$ cat src/rtl/imem_loader_pkg.sv
// rtl/imem_loader_pkg.sv - shared states and framing constants for the boot loader
package imem_loader_pkg;

  // ST_LEN_CHK is the one-cycle gap after the length bytes where N is range-checked.
  typedef enum logic [2:0] {
    ST_SYNC,
    ST_LEN_LO,
    ST_LEN_HI,
    ST_LEN_CHK,
    ST_DATA,
    ST_CSUM,
    ST_DONE,
    ST_ERROR
  } state_t;

  localparam logic [7:0] SYNC_BYTE = 8'hA5;
  localparam int         LEN_BYTES = 2;

  function automatic logic takes_bytes(input state_t s);
    return s inside {ST_SYNC, ST_LEN_LO, ST_LEN_HI, ST_DATA, ST_CSUM};
  endfunction

endpackage

$ cat src/rtl/imem_loader_if.sv
// rtl/imem_loader_if.sv - byte stream in, instruction-memory write port out
interface imem_loader_if #(
  parameter int ADDR_WIDTH = 8
);
  logic [7:0]            rx_data;
  logic                  rx_valid;
  logic                  rx_ready;
  logic                  imem_we;
  logic [ADDR_WIDTH-1:0] imem_addr;
  logic [31:0]           imem_wdata;

  modport master (
    output rx_data, rx_valid,
    input  rx_ready, imem_we, imem_addr, imem_wdata
  );

  modport slave (
    input  rx_data, rx_valid,
    output rx_ready, imem_we, imem_addr, imem_wdata
  );
endinterface

$ cat src/rtl/imem_loader_byte_word_packer.sv
// rtl/imem_loader_byte_word_packer.sv - packs little-endian bytes into 32-bit words
module byte_word_packer (
  input  logic        clk,
  input  logic        reset,
  input  logic [7:0]  byte_data,
  input  logic        byte_valid,
  output logic        last_lane,
  output logic [31:0] word,
  output logic        word_valid
);

  logic [1:0]  lane;
  logic [23:0] low;

  assign last_lane = (lane == 2'd3);

  always_ff @(posedge clk) begin
    if (reset) begin
      lane       <= 2'd0;
      low        <= 24'd0;
      word       <= 32'd0;
      word_valid <= 1'b0;
    end else begin
      word_valid <= 1'b0;
      if (byte_valid) begin
        lane <= lane + 2'd1;
        case (lane)
          2'd0: low[7:0]   <= byte_data;
          2'd1: low[15:8]  <= byte_data;
          2'd2: low[23:16] <= byte_data;
          default: begin
            // word only changes here, so it stays stable through the strobe
            word       <= {byte_data, low};
            word_valid <= 1'b1;
          end
        endcase
      end
    end
  end

endmodule

$ cat src/rtl/imem_loader.sv
// rtl/imem_loader.sv - framed byte-stream boot loader holding the CPU until the image verifies
module imem_loader
  import imem_loader_pkg::*;
#(
  parameter int ADDR_WIDTH = 8
) (
  input  logic                clk,
  input  logic                reset,
  imem_loader_if.slave        bus,
  output logic                cpu_hold,
  output logic                busy,
  output logic                done,
  output logic                error,
  output logic [ADDR_WIDTH:0] words_loaded
);

  localparam int MAX_WORDS = 1 << ADDR_WIDTH;

  state_t                 state, state_next;
  logic [8*LEN_BYTES-1:0] len;
  logic [7:0]             csum;
  logic                   accept;
  logic                   last_lane;
  logic                   last_word;

  assign bus.rx_ready = !reset && takes_bytes(state);
  assign accept       = bus.rx_valid && bus.rx_ready;
  assign last_word    = (int'(words_loaded) + 1 == int'(len));

  assign cpu_hold = (state != ST_DONE);
  assign done     = (state == ST_DONE);
  assign error    = (state == ST_ERROR);
  assign busy     = state inside {ST_LEN_LO, ST_LEN_HI, ST_LEN_CHK, ST_DATA, ST_CSUM};

  always_ff @(posedge clk) begin
    if (reset) state <= ST_SYNC;
    else       state <= state_next;
  end

  always_comb begin
    state_next = state;
    case (state)
      ST_SYNC:    if (accept && bus.rx_data == SYNC_BYTE) state_next = ST_LEN_LO;
      ST_LEN_LO:  if (accept) state_next = ST_LEN_HI;
      ST_LEN_HI:  if (accept) state_next = ST_LEN_CHK;
      ST_LEN_CHK: begin
        if (int'(len) > MAX_WORDS) state_next = ST_ERROR;
        else if (len == '0)        state_next = ST_CSUM;
        else                       state_next = ST_DATA;
      end
      ST_DATA:    if (accept && last_lane && last_word) state_next = ST_CSUM;
      ST_CSUM:    if (accept) state_next = (bus.rx_data == csum) ? ST_DONE : ST_ERROR;
      default:    state_next = state;
    endcase
  end

  always_ff @(posedge clk) begin
    if (reset) begin
      len           <= '0;
      csum          <= 8'd0;
      words_loaded  <= '0;
      bus.imem_addr <= '0;
    end else if (accept) begin
      if (state == ST_LEN_LO) len[7:0]  <= bus.rx_data;
      if (state == ST_LEN_HI) len[15:8] <= bus.rx_data;
      if (state == ST_DATA) begin
        csum <= csum ^ bus.rx_data;
        // address is latched alongside the packer's word so both appear with imem_we
        if (last_lane) begin
          bus.imem_addr <= words_loaded[ADDR_WIDTH-1:0];
          words_loaded  <= words_loaded + 1'b1;
        end
      end
    end
  end

  byte_word_packer u_packer (
    .clk        (clk),
    .reset      (reset),
    .byte_data  (bus.rx_data),
    .byte_valid (accept && state == ST_DATA),
    .last_lane  (last_lane),
    .word       (bus.imem_wdata),
    .word_valid (bus.imem_we)
  );

endmodule

$ cat src/flat_wrapper.sv
// flat-port wrapper written by rule: the top's interface ports become plain ports
module imem_loader_flat import imem_loader_pkg::*;
#(
  parameter int ADDR_WIDTH = 8
)
  (clk, reset, cpu_hold, busy, done, error, words_loaded, bus_rx_data, bus_rx_valid, bus_rx_ready, bus_imem_we, bus_imem_addr, bus_imem_wdata);
  imem_loader_if #(.ADDR_WIDTH(ADDR_WIDTH)) bus_i ();
  input  logic clk;
  input  logic reset;
  output logic cpu_hold;
  output logic busy;
  output logic done;
  output logic error;
  output logic [ADDR_WIDTH:0] words_loaded;
  input wire logic [$bits(bus_i.rx_data)-1:0] bus_rx_data;
  input wire logic [$bits(bus_i.rx_valid)-1:0] bus_rx_valid;
  output wire logic [$bits(bus_i.rx_ready)-1:0] bus_rx_ready;
  output wire logic [$bits(bus_i.imem_we)-1:0] bus_imem_we;
  output wire logic [$bits(bus_i.imem_addr)-1:0] bus_imem_addr;
  output wire logic [$bits(bus_i.imem_wdata)-1:0] bus_imem_wdata;
  assign bus_i.rx_data = bus_rx_data;
  assign bus_i.rx_valid = bus_rx_valid;
  assign bus_rx_ready = bus_i.rx_ready;
  assign bus_imem_we = bus_i.imem_we;
  assign bus_imem_addr = bus_i.imem_addr;
  assign bus_imem_wdata = bus_i.imem_wdata;
  imem_loader #(.ADDR_WIDTH(ADDR_WIDTH)) u_core (.clk(clk), .reset(reset), .bus(bus_i), .cpu_hold(cpu_hold), .busy(busy), .done(done), .error(error), .words_loaded(words_loaded));
endmodule
$ cat config.mk
export PLATFORM = sky130hd
export DESIGN_NAME = imem_loader_flat
export DESIGN_NICKNAME = d
export VERILOG_FILES = /design/src/rtl/imem_loader_pkg.sv /design/src/rtl/imem_loader_if.sv /design/src/rtl/imem_loader_byte_word_packer.sv /design/src/rtl/imem_loader.sv /design/src/flat_wrapper.sv
export SDC_FILE = /design/constraint.sdc
export NUM_CORES = 1
export LEC_CHECK = 0
export ABC_AREA = 1
export ABC_CLOCK_PERIOD_IN_PS = 2400
export BUFFER_PORTS_ARGS = -buffer_cell sky130_fd_sc_hd__buf_2
export CAP_MARGIN = 10
export CELL_PAD_IN_SITES_DETAIL_PLACEMENT = 1
export CELL_PAD_IN_SITES_GLOBAL_PLACEMENT = 2
export CORE_ASPECT_RATIO = 1.1
export CORE_MARGIN = 2
export CORE_UTILIZATION = 32
export DETAILED_ROUTE_END_ITERATION = 6
export PLACE_DENSITY_LB_ADDON = 0.1
export RECOVER_POWER = 100
export SYNTH_ARGS = -nofsm -noshare
export SYNTH_HDL_FRONTEND = slang
export SYNTH_SLANG_ARGS = --single-unit
export TNS_END_PERCENT = 5
$ cat constraint.sdc
create_clock -name clk -period 2.4 [get_ports clk]
set_clock_uncertainty 0.2 [all_clocks]
set_input_delay 0.6 -clock clk [delete_from_list [all_inputs] [get_ports clk]]
set_output_delay 0.6 -clock clk [all_outputs]
set_load 0.02 [all_outputs]
Word-level counts from Yosys, hierarchy flattened:

Cells that the tools add are included.

* output and inout port bits: 55
* word-level logic and storage cells: 72
* flip-flop bits (word level): 103
* input bits: 11

* reductions and logical operators: 24
* equal/unequal tests: 19
* add/sub/neg operators: 3
* bitwise logic cells: 3
* order comparisons: 1
* muxes and demuxes: 10

Operator list (count)
* 32-bit by 17-bit == test with 1-bit output: 1
* 3-bit 2-to-1 mux: 6
* 3-bit case mux with 6 select lines: 1
* 16-bit by 9-bit greater-than comparator with 1-bit output, second input constant: 1
* 16-bit zero test: 1
* 2-bit AND reduction: 7
* 3-bit == test, second input constant: 4
* 9-bit by 1-bit adder with 10-bit output, second input constant: 1
* 5-bit nonzero test: 2
* 9-bit by 1-bit adder with 9-bit output, second input constant: 1
* 8-bit == test: 1
* 8-bit == test, second input constant: 1
* 8-bit bitwise XOR: 1
* 3-bit by 2-bit == test with 1-bit output, second input constant: 2
* 1-bit logical AND: 6
* 2-bit by 1-bit inequality test with 1-bit output, second input constant: 3
* 6-bit AND reduction: 1
* 6-bit nonzero test: 1
* 2-bit == test, second input constant: 2
* 2-bit inequality test, second input constant: 2
* 3-bit by 1-bit == test with 1-bit output, second input constant: 1
* 3-bit zero test: 1
* 1-bit 2-to-1 mux: 3
* 3-bit inequality test, second input constant: 1
* 8 further kinds: 9

Depth between registers and ports, before layout:

Gate-level depths: netlist of the first run.

* word-level depth: 8
* gate-level depth with buffers: 14
* mapped depth without buffers: 14

Modules after synthesis:

A second synthesis of the first run with hierarchy kept.

* cell total of the unflattened synthesis: 717
* area total of the unflattened synthesis: 4764.6 um^2

By module, submodules not included
* byte_word_packer: times used 1, seq. area each 1181.1 um^2, area an instance 2436.1 um^2, cells an instance 374
* imem_loader: times used 1, seq. area each 880.8 um^2, area an instance 2328.5 um^2, cells an instance 343

Worst setup path before layout of the first run:

No wires, ideal clock.

* path kind: input port to output port
* start point: input reset
* end point: output bus_rx_ready
* path buffers: 1
* cell stages on the path: 2
* data arrival time: 1.304 ns
* required time: 1.600 ns
* setup slack: 0.296 ns
* cell sequence: clkbuf_1 -> nor3_1

* word-level cells in the longest chain between the ends: 2

RTL lines
* start, declared: line flat_wrapper.sv:9 `input logic reset;`
* 1-bit zero test: line imem_loader.sv:26 `assign bus.rx_ready = !reset && takes_bytes(state);`
* 1-bit logical AND: line imem_loader.sv:26
* end, declared: line flat_wrapper.sv:17 `output wire logic [$bits(bus_i.rx_ready)-1:0] bus_rx_ready;`

No other way between the ends.

Worst setup path in the final report of the first run:

* start point: register u_core.state[1]
* end point: output bus_rx_ready

* word-level cells in the longest chain between the ends: 3
* elaborated cells between the ends (all ways): 7
* those cells by class: eq/ne: 4; reduce/logical: 3

RTL lines
* start, declared: line imem_loader.sv:19 `state_t state, state_next;`
* start signal, assigned: line imem_loader.sv:37 `else state <= state_next;`
* 3-bit by 1-bit == test with 1-bit output, or another cell as far along: line imem_loader_pkg.sv:20 `return s inside {ST_SYNC, ST_LEN_LO, ST_LEN_HI, ST_DATA, ST_CSUM};`
* 5-bit nonzero test *: line imem_loader_pkg.sv:20
* 1-bit logical AND *: line imem_loader.sv:26

Mark *: on every way between the ends. The rest lies on a longest branch, timed or not.

==> metrics.json, run 1 <==
{
  "crit-reg2reg-launch": "u_core.state[1]$_SDFFE_PP0P_",
  "cell_chain_of_the_critical_path": "nand2_1 > inv_1 > nor3_1 > clkbuf_1",
  "synthesis.area_sq_um": 4610,
  "cts_resized": 0,
  "synth.mux.area_fraction_pct": 0,
  "rsz0062_at_grt": "no",
  "worst_hold_startpoint": "u_core.u_packer.low[12]$_SDFFE_PP0P_",
  "pwr_density_cell_nw_per_um2": 753,
  "worst_slew_pin_slew_ns": 0.679,
  "globalplace.congestion": 0.772,
  "antennaDiodeCount": 0,
  "final_util_pct": 37.0,
  "initial_utilization_pct": 32.3,
  "wirelength_mm": 13.4,
  "fin_crit_sh_pct": 94.4,
  "fillerInstances": 1859,
  "main_combinational_cell_family_by_area_after_synthesis": "simple AND/OR/NAND/NOR gates",
  "timing.hold.worst_path_depth": 2,
  "setup-tns-final_ns": 0,
  "timing.setup.critical_path_class": "register to primary output",
  "track_usage_pct": 18.1,
  "clk_pin_slew_ns": 0.07,
  "post_drt_wl_per_cell_microns": 15.5,
  "top_level_ports": 66,
  "finalSetupViolCount": 0,
  "tritoncts": "done",
  "std_cell_rows": 46,
  "synth_xor_xnor_area_share_pct": 1.52,
  "hold_viol": 0,
  "post_synth_and_or_nand_nor_area_fraction_pct": 28.7,
  "max-cap-violations": 0,
  "grt_pass1_wl_mm": 22.0,
  "number_of_flops_mapped_to_enable_cells_by_yosys": 0,
  "fraction_of_final_layout_cells_with_drive_strength_greater_than_1_pct": 10.8,
  "synth_top_flop_cell": "dfxtp_1",
  "cts_hold_buf": 0,
  "first_pass_iters": 4,
  "worst_min_delay_path_endpoint": "u_core.u_packer.word[12]$_SDFFE_PP0P_",
  "finalNetCount": 686,
  "cts_setup_buffers": 0,
  "slew_headroom_pct": 54.8,
  "cts_max_path_buffers": 2,
  "dr_total_vias": 4171,
  "first_iter_violations": 145,
  "die_w_microns": 118,
  "antenna_found_initial": 0,
  "ys_async_sr_fraction_pct": 0,
  "first_global_vias": 4235,
  "r2r-end": "u_core.u_packer.low[20]$_SDFFE_PP0P_",
  "post-layout-total-power_w": 0.00397,
  "post_syn_nets": 636,
  "time_the_final_worst_path_needs_with_i_o_delays_and_setup_ns": 2.26,
  "drc_errors": 0,
  "hold_path.class": "register to register",
  "worstPathArrival_ns": 1.46,
  "gr-total-overflow": 0,
  "flow.area_growth_from_synthesis_pct": 14.5,
  "largest_net_degree_at_the_start_of_global_routing": 64,
  "p_leak_nw": 1.95,
  "power.ir.vdd_worst_v": 0.000349,
  "crit_path_start": "u_core.state[1]$_SDFFE_PP0P_",
  "die_area_sq_um": 15400,
  "cp.buffers_inverters": 2,
  "slowest_cell_on_the_critical_path": "dfxtp_1",
  "postSynthAreaPerCell_sq_um": 7.44,
  "ff2ff_path_depth": 9,
  "ys_types": 33,
  "synth_cells": 619,
  "slew_viol_final": 0,
  "synth_seq_cells": 103,
  "place.detailed.hpwl_mm": 9.30,
  "cts_max_level": 3,
  "cts_root_buf": "clkbuf_16",
  "worst_path_dominant_cell_family": "flip-flops",
  "run_status": "finished, final reports clean",
  "compound_gate_fraction_of_synth_area_pct": 15.0,
  "critical_path.startpoint_type": "register",
  "number_of_buffers_inserted_during_clock_tree_synthesis": 9,
  "worstSetupEndpointType": "primary output",
  "max_freq_mhz": 442,
  "cp_max_fo": 6,
  "reg2reg_setup_slack_ns": 0.20,
  "average_via_count_per_standard_cell": 4.82,
  "floorplan.core_area_sq_um": 14300,
  "timing.critical_path.slowest_cell_delay_ns": 0.39,
  "cp_data_required_time_ns": 1.60,
  "synth_adder_area_share_pct": 1.63,
  "antenna_left": 0,
  "cts_num_sinks": 103,
  "io_buf_count": 65,
  "chipHeight_microns": 130,
  "ys_seq_area_share_pct": 44.8,
  "clkLatencyLatePin_ns": 0.35,
  "synth.yosys.warnings": 0
}
-- cells in the final DEF, fill, tap and decap left out, types with 4 or more instances in the layout --
cell type,count
a21oi_1,88
a31oi_1,5
buf_2,11
buf_4,8
clkbuf_1,57
clkbuf_16,9
dfxtp_1,103
ha_1,6
inv_1,35
inv_2,5
nand2_1,165
nand2_2,6
nand3_1,41
nand3_2,11
nand4_1,6
nor2_1,43
nor2_4,4
nor3_1,5
o21ai_0,35
xor2_1,6
-- synthesized netlist by cell type, drive strengths merged, types with 2 or more instances --
library cell | number | area (sq um)
a21oi | 89 | 453
a31oi | 5 | 31.3
buf | 23 | 164
clkbuf | 17 | 63.8
dfxtp | 103 | 2060
ha | 6 | 75.1
inv | 41 | 156
nand2 | 173 | 694
nand3 | 52 | 315
nand4 | 6 | 37.5
nor2 | 51 | 245
nor3 | 5 | 25.0
o21ai | 36 | 180
xnor2 | 2 | 17.5
xor2 | 6 | 52.6
-- layout make-up --
type / count / area [sq um] / area share (%)
Multi-Input combinational cell: 435 / 2140 / 40.6
Sequential cell: 103 / 2060 / 39.1
Timing Repair Buffer: 79 / 367 / 6.95
Clock buffer: 12 / 256 / 4.86
Tap cell: 192 / 240 / 4.55
Inverter: 41 / 156 / 2.96
Clock inverter: 4 / 51.3 / 0.972
-- registers in the layout, summed over array words and instances, names as in the netlist --
| register | flops |
|---|---|
| u_core.len | 16 |
| u_core.u_packer.low | 24 |
| u_core.bus.imem_addr | 8 |
| u_core.csum | 8 |
| u_core.u_packer.lane | 2 |
| u_core.state | 3 |
| u_core.u_packer.word | 32 |
| u_core.u_packer.word_valid | 1 |
| u_core.words_loaded | 9 |
-- routing by layer --
metal | vias up | part of all wire (%) | global-route usage, % | wire length, microns
met5 | - | 0 | 0 | 0
met4 | 0 | 1.6 | 6.65 | 217
met3 | 13 | 1.6 | 2.58 | 218
met2 | 34 | 53 | 33.5 | 7050
met1 | 2008 | 44 | 21.5 | 5900
li1 | 2116 | - | - | -
-- worst reg2reg max path, cell delays in order (launching register included) --
cell	delay, ns
dfxtp_1	0.39
nand2_1	0.20
nand4_1	0.16
inv_2	0.14
nand2_4	0.14
inv_4	0.14
clkbuf_2	0.32
nand2_2	0.19
nand2_1	0.11
a21oi_1	0.06
-- worst max path at each step --
stage          cells past startpoint                               endpoint  slack [ns]
2_1_floorplan                      2                           bus_rx_ready        0.30
3_3_place_gp                      10   u_core.u_packer.low[19]$_SDFFE_PP0P_        0.18
3_5_place_dp                      11  u_core.u_packer.word[11]$_SDFFE_PP0P_        0.09
4_1_cts                            4                           bus_rx_ready        0.18
5_1_grt                           12           u_core.state[1]$_SDFFE_PP0P_       0.009
6_report                           4                           bus_rx_ready        0.14
-- power breakdown --
group          leakage, nW  internal (W)  switching [W]  total [W]
clock network        0.149      0.000869       0.000671    0.00154
logic                0.967      0.000191       0.000410   0.000601
registers            0.831       0.00177      0.0000560    0.00183
total                 1.95       0.00283        0.00114    0.00397
-- kinds of logic after synthesis --
family | count (synthesis)
compound gates | 133
xor+xnor | 8
fa+ha+maj | 6
buf+inv | 81
flops | 103
simple gates | 288
-- through the flow --
stage / setup slack (ns) / hold WS (ns) / instances / area [sq um]
6_report: 0.135 / 0.265 / 866 / 5280
5_1_grt: 0.00871 / 0.290 / 866 / 5280
4_1_cts: 0.182 / 0.265 / 866 / 5380
3_5_place_dp: 0.0859 / 0.254 / 850 / 5070
3_3_place_gp: 0.180 / 0.250 / 850 / 5070
2_1_floorplan: 0.296 / 0.239 / 619 / 4610
(Power assumes the default switching activity.)
==> run 2: changes to the inputs <==
- ABC_CLOCK_PERIOD_IN_PS: 2400 -> 1900
- CORE_UTILIZATION: 32 -> 29
- REMOVE_ABC_BUFFERS: default -> 1
- SLEW_MARGIN: default -> 20
- clock period: 2.4 -> 1.9 ns (I/O delays scaled with it)
==> run 2 against run 1 <==
  * The flow now finishes with violations (setup timing)
  * Count of clock-buffer cells in the layout decreased by 3
  * Non-clock buffer count grew 51
  * Via count rose by 3.9%
  * Global-route usage down 0.86 points
  * Flip-flop and latch count unchanged
  * Worst hold slack worse by 0.011 ns
  * Sequential power up 27%
  * Register-to-register slack got worse by 0.22 ns
  * Power is 29% higher
  * Core utilization grew 0.82 points
  * Largest cell class unchanged
==> metrics.json, run 2 (same netlist as run 1, synthesis figures left out) <==
{
  "run_status": "finished, violations left",
  "violations_in_the_final_reports": "setup timing",
  "clk_pin_slew_ns": 0.08,
  "average_via_count_per_standard_cell": 4.68,
  "use_met2_pct": 30.4,
  "setup_slack_ns": -0.0237,
  "grtUsageMet3_pct": 2.56,
  "antennaDiodeCount": 0,
  "io_buf_count": 65,
  "cts_max_level": 3,
  "slew_viol_final": 0,
  "cts_hold_buf": 0,
  "cp_data_required_time_ns": 1.22,
  "cts_max_path_buffers": 2,
  "first_pass_iters": 4,
  "first_global_vias": 4435,
  "dr_total_vias": 4332,
  "std_cell_rows": 48,
  "worst_hold_slack_ns": 0.254,
  "top_regs": "u_core.u_packer.word x32, u_core.u_packer.low x24, u_core.len x16",
  "worstSetupEndpointType": "primary output",
  "wirelength_mm": 13.9,
  "place.detailed.hpwl_mm": 10.0,
  "p_leak_nw": 2.33,
  "post_drt_wl_per_cell_microns": 15.1,
  "grt-busiest-layer": "met2",
  "die_area_sq_um": 16900,
  "fraction_of_final_layout_cells_with_drive_strength_greater_than_1_pct": 24.3,
  "met1_usage_pct": 20.8,
  "fillerInstances": 1954,
  "slew_headroom_pct": 71.9,
  "post-layout-total-power_w": 0.00511,
  "flow.area_growth_from_synthesis_pct": 28.1,
  "time_the_final_worst_path_needs_with_i_o_delays_and_setup_ns": 1.92,
  "max-cap-violations": 0,
  "hold_viol": 0,
  "power.ir.vdd_worst_v": 0.000427,
  "cell_chain_of_the_critical_path": "nor2_2 > inv_2 > nor2_4 > nor2_1 > buf_2",
  "final_common_cell": "nand2_1",
  "cts_setup_buffers": 0,
  "initial_utilization_pct": 29.5,
  "registers.top_by_ff_count": "u_core.u_packer.word",
  "most-common-layout-cells": "nand2_1, dfxtp_1, a21oi_1",
  "timing.setup.critical_path_class": "register to primary output",
  "globalplace.congestion": 0.805,
  "first_iter_violations": 139,
  "worst_slew_pin_slew_ns": 0.421,
  "placement_setup_slack_ns": -0.438,
  "hold_path.class": "input pin to register",
  "antenna_found_initial": 0,
  "max_freq_mhz": 520,
  "top_level_ports": 66,
  "final_cells": 925,
  "clkLatencyLatePin_ns": 0.36,
  "antenna_left": 0,
  "grt_pass1_wl_mm": 22.4,
  "track_usage_pct": 17.3,
  "floorplan.core_area_sq_um": 15600,
  "critical_path.startpoint_type": "register",
  "pwr_density_cell_nw_per_um2": 866,
  "finalNetCount": 737,
  "cts_num_sinks": 103,
  "tritoncts": "done",
  "setup-tns-final_ns": -0.0542,
  "rsz0062_at_grt": "yes",
  "die_w_microns": 124,
  "timing.critical_path.slowest_cell_delay_ns": 0.37,
  "cp_max_fo": 5,
  "post-place-cells": 909,
  "number_of_buffers_inserted_during_clock_tree_synthesis": 9,
  "fin_crit_sh_pct": 101,
  "drc_errors": 0,
  "worstPathArrival_ns": 1.25,
  "largest_register_ffs": 32,
  "cts_root_buf": "clkbuf_16",
  "chipHeight_microns": 136,
  "finalSetupViolCount": 4,
  "slowest_cell_on_the_critical_path": "dfxtp_2",
  "gr-total-overflow": 0,
  "largest_net_degree_at_the_start_of_global_routing": 65
}
run 2: layer usage:
| layer | vias up | wire length (microns) |
|---|---|---|
| li1 | 2214 | - |
| met1 | 2045 | 6280 |
| met2 | 56 | 7040 |
| met3 | 17 | 305 |
| met4 | 0 | 303 |
| met5 | - | 0 |
run 2: what timing repair did:
action | 4_1_cts | 5_1_grt
pin swaps | 7 | 9
endpoints found under the setup margin | 10 | 39
gates resized for setup | 14 | 33
run 2: worst paths after layout:
check | from | end | slack, ns | cells past startpoint
worst max-delay path | u_core.state[0]$_SDFFE_PP0P_ | busy | -0.02 | 5
worst min-delay path | bus_rx_data[0] | u_core.u_packer.low[8]$_SDFFE_PP0P_ | 0.25 | 3
worst max register to register | u_core.words_loaded[1]$_SDFFE_PP0P_ | u_core.state[1]$_SDFFE_PP0P_ | -0.02 | 15
worst min register to register | u_core.u_packer.low[19]$_SDFFE_PP0P_ | u_core.u_packer.word[19]$_SDFFE_PP0P_ | 0.26 | 2
run 2: area by class of cell:
class                   count  area, sq um  area share [%]
flip-flops and latches    103         2080            35.3
well taps                 200          250            4.24
clock inverters             7         67.6            1.15
multi-input cells         435         2280            38.7
repair buffers            130          826            14.0
clock buffers               9          225            3.82
inverters                  41          166            2.82
run 2: power by group:
group | internal [W] | switching (W)
clock network | 0.000921 | 0.000943
logic | 0.000349 | 0.000574
registers | 0.00224 | 0.0000799
total | 0.00351 | 0.00160
run 2: through the flow:
step	util [%]	area, sq um
after floorplan	-	4380
after global placement	35.2	5490
after detailed placement	35.2	5490
after CTS	37.3	5820
after global routing	37.8	5900
final	37.8	5900
run 2: critical path: cells and delay by family, from the launching register on:
kind          cells  cell delay (ns)
buf+inv           2             0.23
flops             1             0.37
simple gates      3             0.29
==> run 3: changes to the inputs <==
- CORE_UTILIZATION: 29 -> 28
- SYNTH_HIERARCHICAL: default -> 1
==> run 3 against run 2 <==
  * The flow still finishes with violations (setup timing)
  * First-iteration DRC count decreased by 7.9%
  * Critical path depth increased by 8
  * Register-to-register slack improved by 0.02 ns
  * Cell count increased by 13%
  * Via count increased by 6.8%
  * Critical endpoint is now u_core/state[1]$_SDFFE_PP0P_
  * Sequential share of layout area decreased by 1.0 points
  * Area after synthesis increased by 3.4%
  * Combinational power decreased by 10%
  * Non-clock buffer count decreased by 1
  * Wire length increased by 3.7%
  * Critical path type is now register to register
  * Global-route usage decreased by 0.46 points
==> metrics.json, run 3 <==
{
  "fraction_of_final_layout_cells_with_drive_strength_greater_than_1_pct": 18.9,
  "most-common-layout-cells": "nand2_1, nor2_1, dfxtp_1",
  "final_common_cell": "nand2_1",
  "grt_pass1_wl_mm": 24.1,
  "timing.setup.critical_path_class": "register to register",
  "yosys-top-cells-area": "dfxtp_1, nand2_1, nor2_1, inv_1, o21ai_0",
  "post-synth-top-area-fraction_pct": 43.3,
  "critical_path.startpoint_type": "register",
  "synth.mux.area_fraction_pct": 0,
  "worstPathArrival_ns": 1.94,
  "cts_root_buf": "clkbuf_16",
  "yosys.cell_count.top_type": "nand2_1",
  "globalplace.congestion": 0.766,
  "post_drt_wl_per_cell_microns": 13.9,
  "antennaDiodeCount": 0,
  "max-cap-violations": 0,
  "power.ir.vdd_worst_v": 0.000511,
  "rsz0062_at_grt": "yes",
  "max_freq_mhz": 526,
  "number_of_buffers_inserted_during_clock_tree_synthesis": 9,
  "flow.area_growth_from_synthesis_pct": 27.4,
  "pwr_density_cell_nw_per_um2": 832,
  "synth_cells": 717,
  "power_switching_share_pct": 29.2,
  "power.combinational.fraction_pct": 16.4,
  "drc_errors": 0,
  "antenna_left": 0,
  "synth_xor_xnor_area_share_pct": 1.47,
  "hold_viol": 0,
  "worstSetupEndpointType": "register",
  "finalNetCount": 846,
  "die_area_sq_um": 18100,
  "synth.yosys.warnings": 6,
  "chipHeight_microns": 141,
  "time_the_final_worst_path_needs_with_i_o_delays_and_setup_ns": 1.90,
  "worst_path_dominant_cell_family": "simple AND/OR/NAND/NOR gates",
  "average_via_count_per_standard_cell": 4.44,
  "fin_crit_sh_pct": 100,
  "netsw_w": 0.00148,
  "slew_headroom_pct": 72.0,
  "setup_slack_ns": -0.00219,
  "final_util_pct": 36.1,
  "post_synth_and_or_nand_nor_area_fraction_pct": 34.1,
  "registers.top_by_ff_count": "u_core/u_packer/word",
  "cell_chain_of_the_critical_path": "buf_6 > nand2_1 > nor2_4 > buf_4 > nand3_1 > nand3_1 > nand2_1 > nand2_1 > nor2_1 > nand2_1 > nand2_2 > a21oi_1 > nor2_1",
  "cts_max_level": 3,
  "largest_net_degree_at_the_start_of_global_routing": 51,
  "first_iter_violations": 128,
  "largest_register_ffs": 32,
  "tritoncts": "done",
  "wirelength_mm": 14.4,
  "postSynthAreaPerCell_sq_um": 6.65,
  "slowest_cell_on_the_critical_path": "dfxtp_4",
  "ys_types": 29,
  "post-layout-total-power_w": 0.00505,
  "top_regs": "u_core/u_packer/word x32, u_core/u_packer/low x24, u_core/len x16",
  "intPower_w": 0.00357,
  "compound_gate_fraction_of_synth_area_pct": 8.82,
  "ys_seq_area_share_pct": 43.3,
  "ys_async_sr_fraction_pct": 0,
  "cts_num_sinks": 103,
  "cts_max_path_buffers": 2,
  "io_buf_count": 65,
  "synth_top_flop_cell": "dfxtp_1",
  "die_w_microns": 128,
  "run_status": "finished, violations left",
  "cp.buffers_inverters": 2,
  "synth_adder_area_share_pct": 1.31,
  "first_global_vias": 4826,
  "synthesis.area_sq_um": 4760,
  "hold_path.class": "input pin to register",
  "cp_max_fo": 5,
  "cp_data_required_time_ns": 1.94,
  "synth_seq_cells": 103,
  "timing.critical_path.slowest_cell_delay_ns": 0.37,
  "place.detailed.hpwl_mm": 10.5,
  "slew_viol_final": 0,
  "main_combinational_cell_family_by_area_after_synthesis": "simple AND/OR/NAND/NOR gates",
  "first_pass_iters": 4,
  "top_level_ports": 66,
  "finalSetupViolCount": 1,
  "floorplan.core_area_sq_um": 16800,
  "worst_slew_pin_slew_ns": 0.419,
  "initial_utilization_pct": 28.3,
  "dr_total_vias": 4628,
  "seq_power_share_pct": 46.2,
  "synth_area_leader_cell": "dfxtp_1",
  "post_synth_most_frequent_cells": "nand2_1, nor2_1, dfxtp_1",
  "violations_in_the_final_reports": "setup timing",
  "track_usage_pct": 16.8,
  "number_of_flops_mapped_to_enable_cells_by_yosys": 0,
  "gr-total-overflow": 0,
  "std_cell_rows": 50,
  "power.share.clock_pct": 37.4,
  "clkLatencyLatePin_ns": 0.35,
  "clk_pin_slew_ns": 0.07,
  "critical_path_s_most_frequent_cell": "nand2_1",
  "p_leak_nw": 3.05,
  "antenna_found_initial": 0
}
==> run 3: cell types whose count changed after synthesis, sizes merged, moves of 3 or more <==
cell | previous run | this run
xor2 | 6 | 3
nand2 | 173 | 193
a21oi | 89 | 33
nor2 | 51 | 165
inv | 41 | 98
clkbuf | 17 | 6
xnor2 | 2 | 5
o21ai | 36 | 42
nand3 | 52 | 24
==> run 3: power groups by stage <==
stage	clock (W)	sequential (W)	combinational [W]
after CTS	0.00196	0.00233	0.000830
after global placement	0	0.00236	0.000773
final	0.00189	0.00233	0.000831
after floorplan	0	0.00235	0.000479
after detailed placement	0	0.00237	0.000793
after global routing	0.00205	0.00234	0.000937
==> run 3: path summary, 6_finish.rpt <==
path                                            start                            to  slack, ns  depth (start not counted)
setup reg to reg  u_core/words_loaded[1]$_SDFFE_PP0P_  u_core/state[1]$_SDFFE_PP0P_     -0.002                         13
setup / recovery  u_core/words_loaded[1]$_SDFFE_PP0P_  u_core/state[1]$_SDFFE_PP0P_     -0.002                         13
hold reg to reg           u_core/csum[3]$_SDFFE_PP0P_   u_core/csum[3]$_SDFFE_PP0P_       0.29                          2
hold / removal                                  reset  u_core/state[0]$_SDFFE_PP0P_       0.28                          3
==> run 3: repair_timing <==
| action | 4_1_cts | 5_1_grt |
|---|---|---|
| setup buffers | 4 | 4 |
| hold buffers | 0 | 0 |
| setup endpoints to repair | 33 | 33 |
| resized for setup | 25 | 13 |
| pin swaps | 3 | 11 |
==> run 3: cell type report <==
cell class              instances  area [sq um]
well taps                     208           260
repair buffers                129           830
multi-input cells             489          2250
clock buffers                  10           229
fillers                      2158         10800
flip-flops and latches        103          2080
inverters                      98           368
clock inverters                 5          58.8
==> run 3: worst register-to-register path, cell delays in order, from the launching register on <==
cell	delay, ns
dfxtp_4	0.37
buf_6	0.12
nand2_1	0.08
nor2_4	0.16
buf_4	0.12
nand3_1	0.09
nand3_1	0.10
nand2_1	0.06
nand2_1	0.07
nor2_1	0.04
nand2_1	0.08
nand2_2	0.09
a21oi_1	0.15
nor2_1	0.06
==> run 3: cells by family (layout without fill, tap and decap cells) <==
logic type,after synthesis,count (layout)
AOI/OAI and AO/OA,81,81
xor gates and xnor gates,8,8
adders and majority gates,5,5
buffers and inverters,125,242
DFF,103,103
and+or+nand+nor,395,395
==> run 3: per-layer routing <==
layer,up-vias,global-route usage (%),share of wire (%)
met5,-,0,0
met4,0,5.21,1.0
met3,12,2.09,2.1
li1,2402,-,-
met2,46,30.5,51
met1,2168,20.5,46
==> run 3: metrics by stage <==
stage / TNS, ns / setup WS (ns) / area (sq um) / instances / hold WS, ns
global route: -0.798 / -0.168 / 6070 / 1042 / 0.285
global placement: -3.00 / -0.160 / 5650 / 1019 / 0.267
detailed placement: -5.62 / -0.180 / 5650 / 1019 / 0.279
floorplan: -66.50 / -1.25 / 4610 / 690 / 0.250
CTS: -0.0129 / -0.00766 / 6050 / 1038 / 0.271
finish: -0.00219 / -0.00219 / 6070 / 1042 / 0.277
